**src/rtl/hub75_scan_driver.sv**
```systemverilog
// HUB75 LED panel scan driver: shifts one bit plane per row, latches it, then shows it for DISP_BASE<<plane cycles.
// Optional macro HUB75_BLANK_EN adds BLANK_CYC dead cycles between the shift and the latch.
//
// state     | meaning
// S_IDLE    | panel blanked, counters cleared, waiting for enable
// S_SHIFT   | RD/SETUP/CLK triplet per column, oe high
// S_BLANK   | dead time before latch (HUB75_BLANK_EN only)
// S_LATCH   | one-cycle latch pulse, row address presented
// S_DISPLAY | LEDs on for the weight of the current plane
module hub75_scan_driver #(
    parameter int COLS      = 64,
    parameter int ROW_BITS  = 4,
    parameter int DEPTH     = 4,
    parameter int DISP_BASE = 8,
    parameter int BLANK_CYC = 2
) (
    input  logic                              clk,
    input  logic                              rst_n,
    input  logic                              enable,
    output logic                              pix_rd,
    output logic [ROW_BITS+$clog2(COLS)-1:0]  pix_addr,
    input  logic [3*DEPTH-1:0]                pix_top,
    input  logic [3*DEPTH-1:0]                pix_bot,
    output logic [ROW_BITS-1:0]               addr,
    output logic                              r0,
    output logic                              g0,
    output logic                              b0,
    output logic                              r1,
    output logic                              g1,
    output logic                              b1,
    output logic                              sclk,
    output logic                              lat,
    output logic                              oe,
    output logic                              frame_done,
    output logic                              busy
);

    localparam int COL_W    = $clog2(COLS);
    localparam int AW       = ROW_BITS + COL_W;
    localparam int PL_W     = $clog2(DEPTH) + 1;
    localparam int DISP_MAX = DISP_BASE << (DEPTH - 1);
    localparam int CNT_MAX  = (BLANK_CYC > DISP_MAX) ? BLANK_CYC : DISP_MAX;
    localparam int CNT_W    = $clog2(CNT_MAX + 1);

    localparam logic [1:0] PH_RD    = 2'd0;
    localparam logic [1:0] PH_SETUP = 2'd1;
    localparam logic [1:0] PH_CLK   = 2'd2;

    typedef enum logic [2:0] {
        S_IDLE,
        S_SHIFT,
`ifdef HUB75_BLANK_EN
        S_BLANK,
`endif
        S_LATCH,
        S_DISPLAY
    } state_t;

    state_t              r_state;
    state_t              w_next;
    logic [1:0]          r_phase;
    logic [COL_W-1:0]    r_col;
    logic [ROW_BITS-1:0] r_row;
    logic [PL_W-1:0]     r_plane;
    logic [CNT_W-1:0]    r_cnt;
    logic [ROW_BITS-1:0] r_addr;
    logic [AW-1:0]       r_addr_hold;
    logic [5:0]          r_rgb;

    logic                w_col_last;
    logic                w_plane_last;
    logic                w_row_last;
    logic                w_cnt_zero;
    logic [AW-1:0]       w_rd_addr;
    logic [CNT_W-1:0]    w_disp_load;
    logic [DEPTH-1:0]    w_tr, w_tg, w_tb, w_br, w_bg, w_bb;

    assign w_col_last   = (r_col == COL_W'(COLS - 1));
    assign w_plane_last = (r_plane == PL_W'(DEPTH - 1));
    assign w_row_last   = &r_row;
    assign w_cnt_zero   = (r_cnt == '0);
    assign w_rd_addr    = {r_row, r_col};
    assign w_disp_load  = (CNT_W'(DISP_BASE) << r_plane) - CNT_W'(1);

    // Shift each colour's plane field down so bit 0 is the current plane.
    assign w_tr = pix_top[2*DEPTH +: DEPTH] >> r_plane;
    assign w_tg = pix_top[DEPTH   +: DEPTH] >> r_plane;
    assign w_tb = pix_top[0       +: DEPTH] >> r_plane;
    assign w_br = pix_bot[2*DEPTH +: DEPTH] >> r_plane;
    assign w_bg = pix_bot[DEPTH   +: DEPTH] >> r_plane;
    assign w_bb = pix_bot[0       +: DEPTH] >> r_plane;

    assign busy     = (r_state != S_IDLE);
    assign addr     = r_addr;
    assign pix_addr = pix_rd ? w_rd_addr : r_addr_hold;
    assign {r0, g0, b0, r1, g1, b1} = r_rgb;

    always_ff @(posedge clk or negedge rst_n) begin
        if (!rst_n) begin
            r_state <= S_IDLE;
        end else begin
            r_state <= w_next;
        end
    end

    always_comb begin
        w_next     = r_state;
        pix_rd     = 1'b0;
        sclk       = 1'b0;
        lat        = 1'b0;
        oe         = 1'b1;
        frame_done = 1'b0;
        case (r_state)
            S_IDLE: begin
                if (enable) w_next = S_SHIFT;
            end
            S_SHIFT: begin
                pix_rd = (r_phase == PH_RD);
                sclk   = (r_phase == PH_CLK);
                if ((r_phase == PH_CLK) && w_col_last) begin
`ifdef HUB75_BLANK_EN
                    w_next = S_BLANK;
`else
                    w_next = S_LATCH;
`endif
                end
            end
`ifdef HUB75_BLANK_EN
            S_BLANK: begin
                if (w_cnt_zero) w_next = S_LATCH;
            end
`endif
            S_LATCH: begin
                lat    = 1'b1;
                w_next = S_DISPLAY;
            end
            S_DISPLAY: begin
                oe = 1'b0;
                if (w_cnt_zero) begin
                    frame_done = w_plane_last && w_row_last;
                    w_next     = enable ? S_SHIFT : S_IDLE;
                end
            end
            default: w_next = S_IDLE;
        endcase
    end

    always_ff @(posedge clk or negedge rst_n) begin
        if (!rst_n) begin
            r_phase     <= PH_RD;
            r_col       <= '0;
            r_row       <= '0;
            r_plane     <= '0;
            r_cnt       <= '0;
            r_addr      <= '0;
            r_addr_hold <= '0;
            r_rgb       <= '0;
        end else begin
            case (r_state)
                S_IDLE: begin
                    r_phase <= PH_RD;
                    r_col   <= '0;
                    r_row   <= '0;
                    r_plane <= '0;
                    r_cnt   <= '0;
                end
                S_SHIFT: begin
                    case (r_phase)
                        PH_RD: begin
                            r_addr_hold <= w_rd_addr;
                            r_phase     <= PH_SETUP;
                        end
                        PH_SETUP: begin
                            r_rgb   <= {w_tr[0], w_tg[0], w_tb[0], w_br[0], w_bg[0], w_bb[0]};
                            r_phase <= PH_CLK;
                        end
                        default: begin
                            r_phase <= PH_RD;
                            r_col   <= r_col + COL_W'(1);
                        end
                    endcase
`ifdef HUB75_BLANK_EN
                    r_cnt <= CNT_W'(BLANK_CYC - 1);
`endif
                    if (w_next == S_LATCH) r_addr <= r_row;
                end
`ifdef HUB75_BLANK_EN
                S_BLANK: begin
                    if (!w_cnt_zero) r_cnt <= r_cnt - CNT_W'(1);
                    if (w_next == S_LATCH) r_addr <= r_row;
                end
`endif
                S_LATCH: begin
                    r_cnt <= w_disp_load;
                end
                S_DISPLAY: begin
                    if (!w_cnt_zero) begin
                        r_cnt <= r_cnt - CNT_W'(1);
                    end else if (!enable) begin
                        r_row   <= '0;
                        r_plane <= '0;
                    end else if (w_plane_last) begin
                        r_plane <= '0;
                        r_row   <= r_row + ROW_BITS'(1);
                    end else begin
                        r_plane <= r_plane + PL_W'(1);
                    end
                end
                default: ;
            endcase
        end
    end

endmodule

```
**config.mk**
```make
export PLATFORM = sky130hd
export DESIGN_NAME = hub75_scan_driver
export DESIGN_NICKNAME = d
export VERILOG_FILES = /design/src/rtl/hub75_scan_driver.sv
export SDC_FILE = /design/constraint.sdc
export NUM_CORES = 1
export LEC_CHECK = 0
export ABC_AREA = 1
export BUFFER_PORTS_ARGS = -buffer_cell sky130_fd_sc_hd__buf_2
export CELL_PAD_IN_SITES_DETAIL_PLACEMENT = 0
export CELL_PAD_IN_SITES_GLOBAL_PLACEMENT = 1
export CORE_MARGIN = 2
export CORE_UTILIZATION = 42
export CTS_CLUSTER_DIAMETER = 150
export DETAILED_ROUTE_END_ITERATION = 7
export GPL_TIMING_DRIVEN = 0
export PLACE_DENSITY = 0.84
export SETUP_SLACK_MARGIN = 0.5
export SYNTH_ARGS = -nofsm -noshare
export SYNTH_HDL_FRONTEND = slang
export SYNTH_SLANG_ARGS = --single-unit
```
**constraint.sdc**
```tcl
create_clock -name clk -period 3.32 [get_ports clk]
set_input_delay 0.996 -clock clk [delete_from_list [all_inputs] [get_ports clk]]
set_output_delay 0.996 -clock clk [all_outputs]
set_load 0.02 [all_outputs]
```
# Yosys cells after proc, flatten, opt, wreduce, memory -nomap -nowiden
# Cells that the tools add are included.
[word_totals]
regBits = 45
in_bits = 27
output_inout_bits = 26
wordCells = 77
[op_classes]
addsub = 5
n_eq_ne = 12
shift = 7
n_mux = 26
reduce_logical = 18
[op_table]
columns = ["cell", "count"]
rows = [
  ["right shift 4 x 3 -> 1 bit", 6],
  ["one-hot mux 7 bit (3 select lines)", 1],
  ["two-way mux 3 bit", 6],
  ["== test 3 x 2 -> 1 bit, second input constant", 4],
  ["two-way mux 4 bit", 3],
  ["one-hot mux 3 bit (4 select lines)", 1],
  ["one-hot mux 6 bit (2 select lines)", 1],
  ["AND reduction 2 bit", 6],
  ["two-way mux 10 bit", 1],
  ["one-hot mux 2 bit (2 select lines)", 2],
  ["one-hot mux 4 bit (2 select lines)", 1],
  ["logical NOT 7 bit", 1],
  ["two-way mux 1 bit", 7],
  ["two-way mux 7 bit", 1],
  ["left shift 4 x 3 -> 7 bit, first input constant", 1],
  ["subtractor 7 x 1 -> 7 bit, second input constant", 1],
  ["subtractor 7 x 2 -> 7 bit, second input constant", 1],
  ["adder 6 x 1 -> 6 bit, second input constant", 1],
  ["== test 6 bit, second input constant", 1],
  ["two-way mux 6 bit", 1],
  ["!= test 2 bit, second input constant", 3],
  ["one-hot mux 3 bit (2 select lines)", 1],
  ["nonzero test 3 bit", 2],
  ["adder 4 x 1 -> 4 bit, second input constant", 1],
  ["12 further kinds", 14],
]

# Logic depth before layout (Yosys ltp)
[depth]
ltp_word = 6
depth_mapped = 11
ltp_nobuf = 10

# Worst setup path before layout
# Ideal clock, no wire load.
[synth_path]
kind = "register to output"
startpoint = "reg r_plane[1]"
endpoint = "out frame_done"
t_arrival_ns = 1.602
required_time_ns = 2.324
slack_ns = 0.722
stages_incl_launch_ff = 6
n_path_buf = 0
cell_sequence = "dfrtp_1 -> ha_1 -> inv_1 -> nor2_1 -> inv_1 -> nor4_1"
[synth_between]
elab_chain_cells = 4
[synth_lines]
columns = ["item", "line_no", "text"]
rows = [
  ["start: declaration", "64", "logic [PL_W-1:0] r_plane;"],
  ["start signal: assignment", "206", "r_plane <= r_plane + PL_W'(1);"],
  ["== test 3 x 2 -> 1 bit", "79", "assign w_plane_last = (r_plane == PL_W'(DEPTH - 1));"],
  ["logical AND 1 bit", "140", "frame_done = w_plane_last && w_row_last;"],
  ["two-way mux 1 bit", "139", "if (w_cnt_zero) begin"],
  ["two-way mux 1 bit", "113", "case (r_state)"],
  ["end: declaration", "34", "output logic frame_done,"],
]
# Every way passes these cells.

# Worst setup path after layout
[layout_path]
startpoint = "reg r_cnt[0]"
endpoint = "out frame_done"
[layout_between]
elab_chain_cells = 3
[layout_lines]
columns = ["item", "line_no", "text"]
rows = [
  ["start: declaration", "65", "logic [CNT_W-1:0] r_cnt;"],
  ["start signal: assignment", "194", "r_cnt <= w_disp_load;"],
  ["start signal: assignment", "198", "r_cnt <= r_cnt - CNT_W'(1);"],
  ["logical NOT 7 bit", "81", "assign w_cnt_zero = (r_cnt == '0);"],
  ["two-way mux 1 bit", "139", ""],
  ["two-way mux 1 bit", "113", ""],
]
# Every way passes these cells.

==> flow_metrics.tcl <==
set metrics [dict create \
    critPathMostFrequentCell "inv_1" \
    simple_logic_cell_fraction_of_the_synthesized_area 0.328 \
    syn-mean-instance-area_um2 7.57 \
    crit_path_end_kind "output port" \
    finClkSkew_ns 0.00798 \
    synth_compound_gate_area_share 0.0953 \
    min_path_cells 2 \
    design.die.area_um2 6540 \
    fp-row-count 28 \
    timing.final.crit_period_ns 2.71 \
    postCtsHoldBufs 0 \
    holdCritPathClass "reg -> reg" \
    critical_path.reg2reg.startpoint "r_plane[0]$_DFFE_PN0P_" \
    postLayoutCoreUtil 0.509 \
    critical-path-top-delay-family "simple AND/OR/NAND/NOR gates" \
    status "completed" \
    grt_antenna_before_repair 0 \
    gp_congestion 0.817 \
    dr_wl_met3_um 236 \
    grt_first_pass_wirelength_um 9090 \
    drtPass1Iterations 4 \
    timing.slew.headroom 0.328 \
    uppermost_routed_layer "met4" \
    dpl_cell_area_um2 2840 \
    fin_crit_sh 0.815 \
    cts_tree "done" \
    syn2layout_area_growth_pct 19.2 \
    via_count_of_the_first_global_routing_pass 2038 \
    gr-usage-all-layers 0.179 \
    final_layout_setup_total_negative_slack_ns 0 \
    synth_nets 364 \
    grt_setup_unrepaired "yes" \
    worstSkewPairLatency_ns 0.31 \
    critPathKind "reg -> out" \
    crit_path_start_kind "flip-flop" \
    critical_path_at_ns 1.71 \
    numPortBuffers 52 \
    synth-seq-cells 45 \
    static-leakage-power_nw 1.58 \
    initial_utilization 0.427 \
    finish.instance_area_um2 2960 \
    setup-violations-final 0 \
    critPathLaunch "r_cnt[0]$_DFFE_PN0P_" \
    fmax_mhz 370 \
    drtAntennaViolNets 0 \
    wl_met1_um 2630 \
    synthesis.area_um2 2480 \
    remaining_drc_errors 0 \
    detailroute.via_count 2238 \
    first_iter_violations 120 \
    post_synth_mux_area_share 0 \
    synth_cell_types 26 \
    drt-total-wl_um 5590 \
    coreArea_um2 5820 \
    post_route_cells_drive_above_1_share 0.217 \
    routed-wl-met2_um 2660 \
    yosysSeqAreaShare 0.454 \
    overflow 0 \
    avgRoutedWirePerCell_um 12.0 \
    average_via_count_per_standard_cell 4.80 \
    yosysWarningCount 0 \
    grt_start_max_net_pins 46 \
    clock_sinks 45 \
    die_width_um 80.9 \
    timing.hold.worst.start "r_addr_hold[2]$_DFFE_PN0P_" \
    synth_xor_area_frac 0.00353 \
    timing.critical_path.depth 7 \
    drv_slew 0 \
    clk_pin_slew_ns 0.10 \
    cts-root-to-sink-buffers 2 \
    main_combinational_cell_family_by_area_after_synthesis "simple AND/OR/NAND/NOR gates" \
    cts-buffers-inserted 5 \
    power.ir.vdd_worst_mv 0.191 \
    die_height_um 80.9 \
    area_share_of_fa_ha_maj_cells_after_synthesis 0.0454 \
    netlist_instances 328 \
    power_per_cell_area_nw_per_um2 418 \
    required_time_of_the_worst_setup_path_ns 2.32 \
    finalHoldViolCount 0 \
    estimated_wirelength_of_the_detail_placed_design_um 4310 \
    max_cap_viol_count 0 \
    critical_path_fanouts_max 5 \
    crit_path_top_delay_cell "dfrtp_1" \
    num_antenna_cells 0 \
    h-tree-depth 2 \
    boundaryPins 53 \
    worst_slew_pin_slew_ns 1.01 \
    crit_buf_inv 3 \
    buffer_type_at_the_clock_tree_root "clkbuf_8" \
    final_nets 426 \
    worstRegToRegCells 8 \
    critical_path.cell_chain "inv_1 > ha_1 > inv_1 > nor2_1 > nand3_2 > nor4_1 > buf_2" \
    slowest_delay_ns 0.39 \
]
==> final cells by class <==
type | instances | area [um2]
plain buffers | 6 | 41.3
clock buffers | 5 | 68.8
clock inverters | 3 | 25.0
fillers | 576 | 2860
inverters | 37 | 139
multi-input cells | 240 | 1180
flip-flops and latches | 45 | 1130
well taps | 75 | 93.8
repair buffers | 55 | 283
==> synthesized netlist by cell type <==
master	count	area, um2
nor2_4	1	11.3
buf_6	1	11.3
a21oi_1	6	30.0
nand2_1	112	420
o31ai_1	1	7.51
o21ai_1	6	30.0
o21ai_2	5	43.8
conb_1	1	3.75
nor3_4	1	16.3
nand2_2	2	12.5
inv_1	34	128
nand4_1	8	50.1
nand3_1	33	165
o21ai_0	25	125
dfrtp_1	45	1130
clkinv_1	1	3.75
xor2_1	1	8.76
nor4_1	1	6.26
nor3_1	5	25.0
nand3_2	3	30.0
buf_4	3	22.5
inv_2	2	7.51
ha_1	9	113
clkbuf_1	2	7.51
or2_2	1	6.26
nor2_1	19	71.3
==> final timing paths <==
path	end	slack (ns)
max reg2reg	r_cnt[4]$_DFFE_PN0P_	1.26
max	frame_done	0.61
max in group asynchronous	r_plane[0]$_DFFE_PN0P_	1.78
min in group asynchronous	r_addr_hold[5]$_DFFE_PN0P_	0.84
min	r_addr_hold[2]$_DFFE_PN0P_	0.48
min reg2reg	r_addr_hold[2]$_DFFE_PN0P_	0.48
==> registers in the layout, indices dropped and copies added, names as in the netlist <==
signal       cells
r_rgb            6
r_row            4
addr             4
r_phase          2
r_plane          3
r_state          3
r_cnt            7
r_addr_hold     10
r_col            6
==> worst register-to-register path, stage by stage (launching register included) <==
cell and delay [ns]:
dfrtp_2 0.46, inv_1 0.14, clkbuf_1 0.37, ha_1 0.22, nand2_1 0.11, ha_1 0.34, o31ai_1 0.25, nand2_1 0.07
nand2_1 0.06
==> logic make-up after synthesis <==
group | count (synthesis)
buf+inv | 43
xor+xnor | 1
simple gates | 186
other cells | 1
fa+ha+maj | 9
compound gates | 43
flops | 45
==> per-stage QoR <==
step,setup WS [ns],total power [mW],hold slack [ns],cells
2_1_floorplan,0.722,0.782,0.453,328
3_3_place_gp,0.743,0.881,0.457,455
3_5_place_dp,0.729,0.885,0.459,455
4_1_cts,0.471,1.25,0.485,464
5_1_grt,0.471,1.30,0.501,466
6_report,0.614,1.24,0.482,466
==> power by group <==
part | internal, mW | switching, mW
logic | 0.0823 | 0.159
clock network | 0.152 | 0.210
registers | 0.599 | 0.0344
==> metal layers <==
layer / vias to the layer above / track usage
met2: 53 / 0.301
met4: 0 / 0.0508
met5: - / 0
li1: 1181 / -
met1: 999 / 0.234
met3: 5 / 0.0389
==> repair_timing <==
action                     in CTS  in global routing
resized for setup               1                  2
setup buffers                   1                  2
pin swaps                       1                  0
setup endpoints to repair      11                  9
==> placed cells by master, fill, tap and decap left out, drive strengths merged, types with 2 or more instances in the layout <==
cell type / synthesis / final
nand2: 114 / 114
clkinv: 1 / 2
nand3: 36 / 36
inv: 36 / 37
o21ai: 36 / 36
ha: 9 / 9
dfrtp: 45 / 45
nor2: 20 / 20
a21oi: 6 / 6
buf: 4 / 59
clkbuf: 2 / 7
nor3: 6 / 6
nand4: 8 / 8
(Power assumes the default switching activity.)
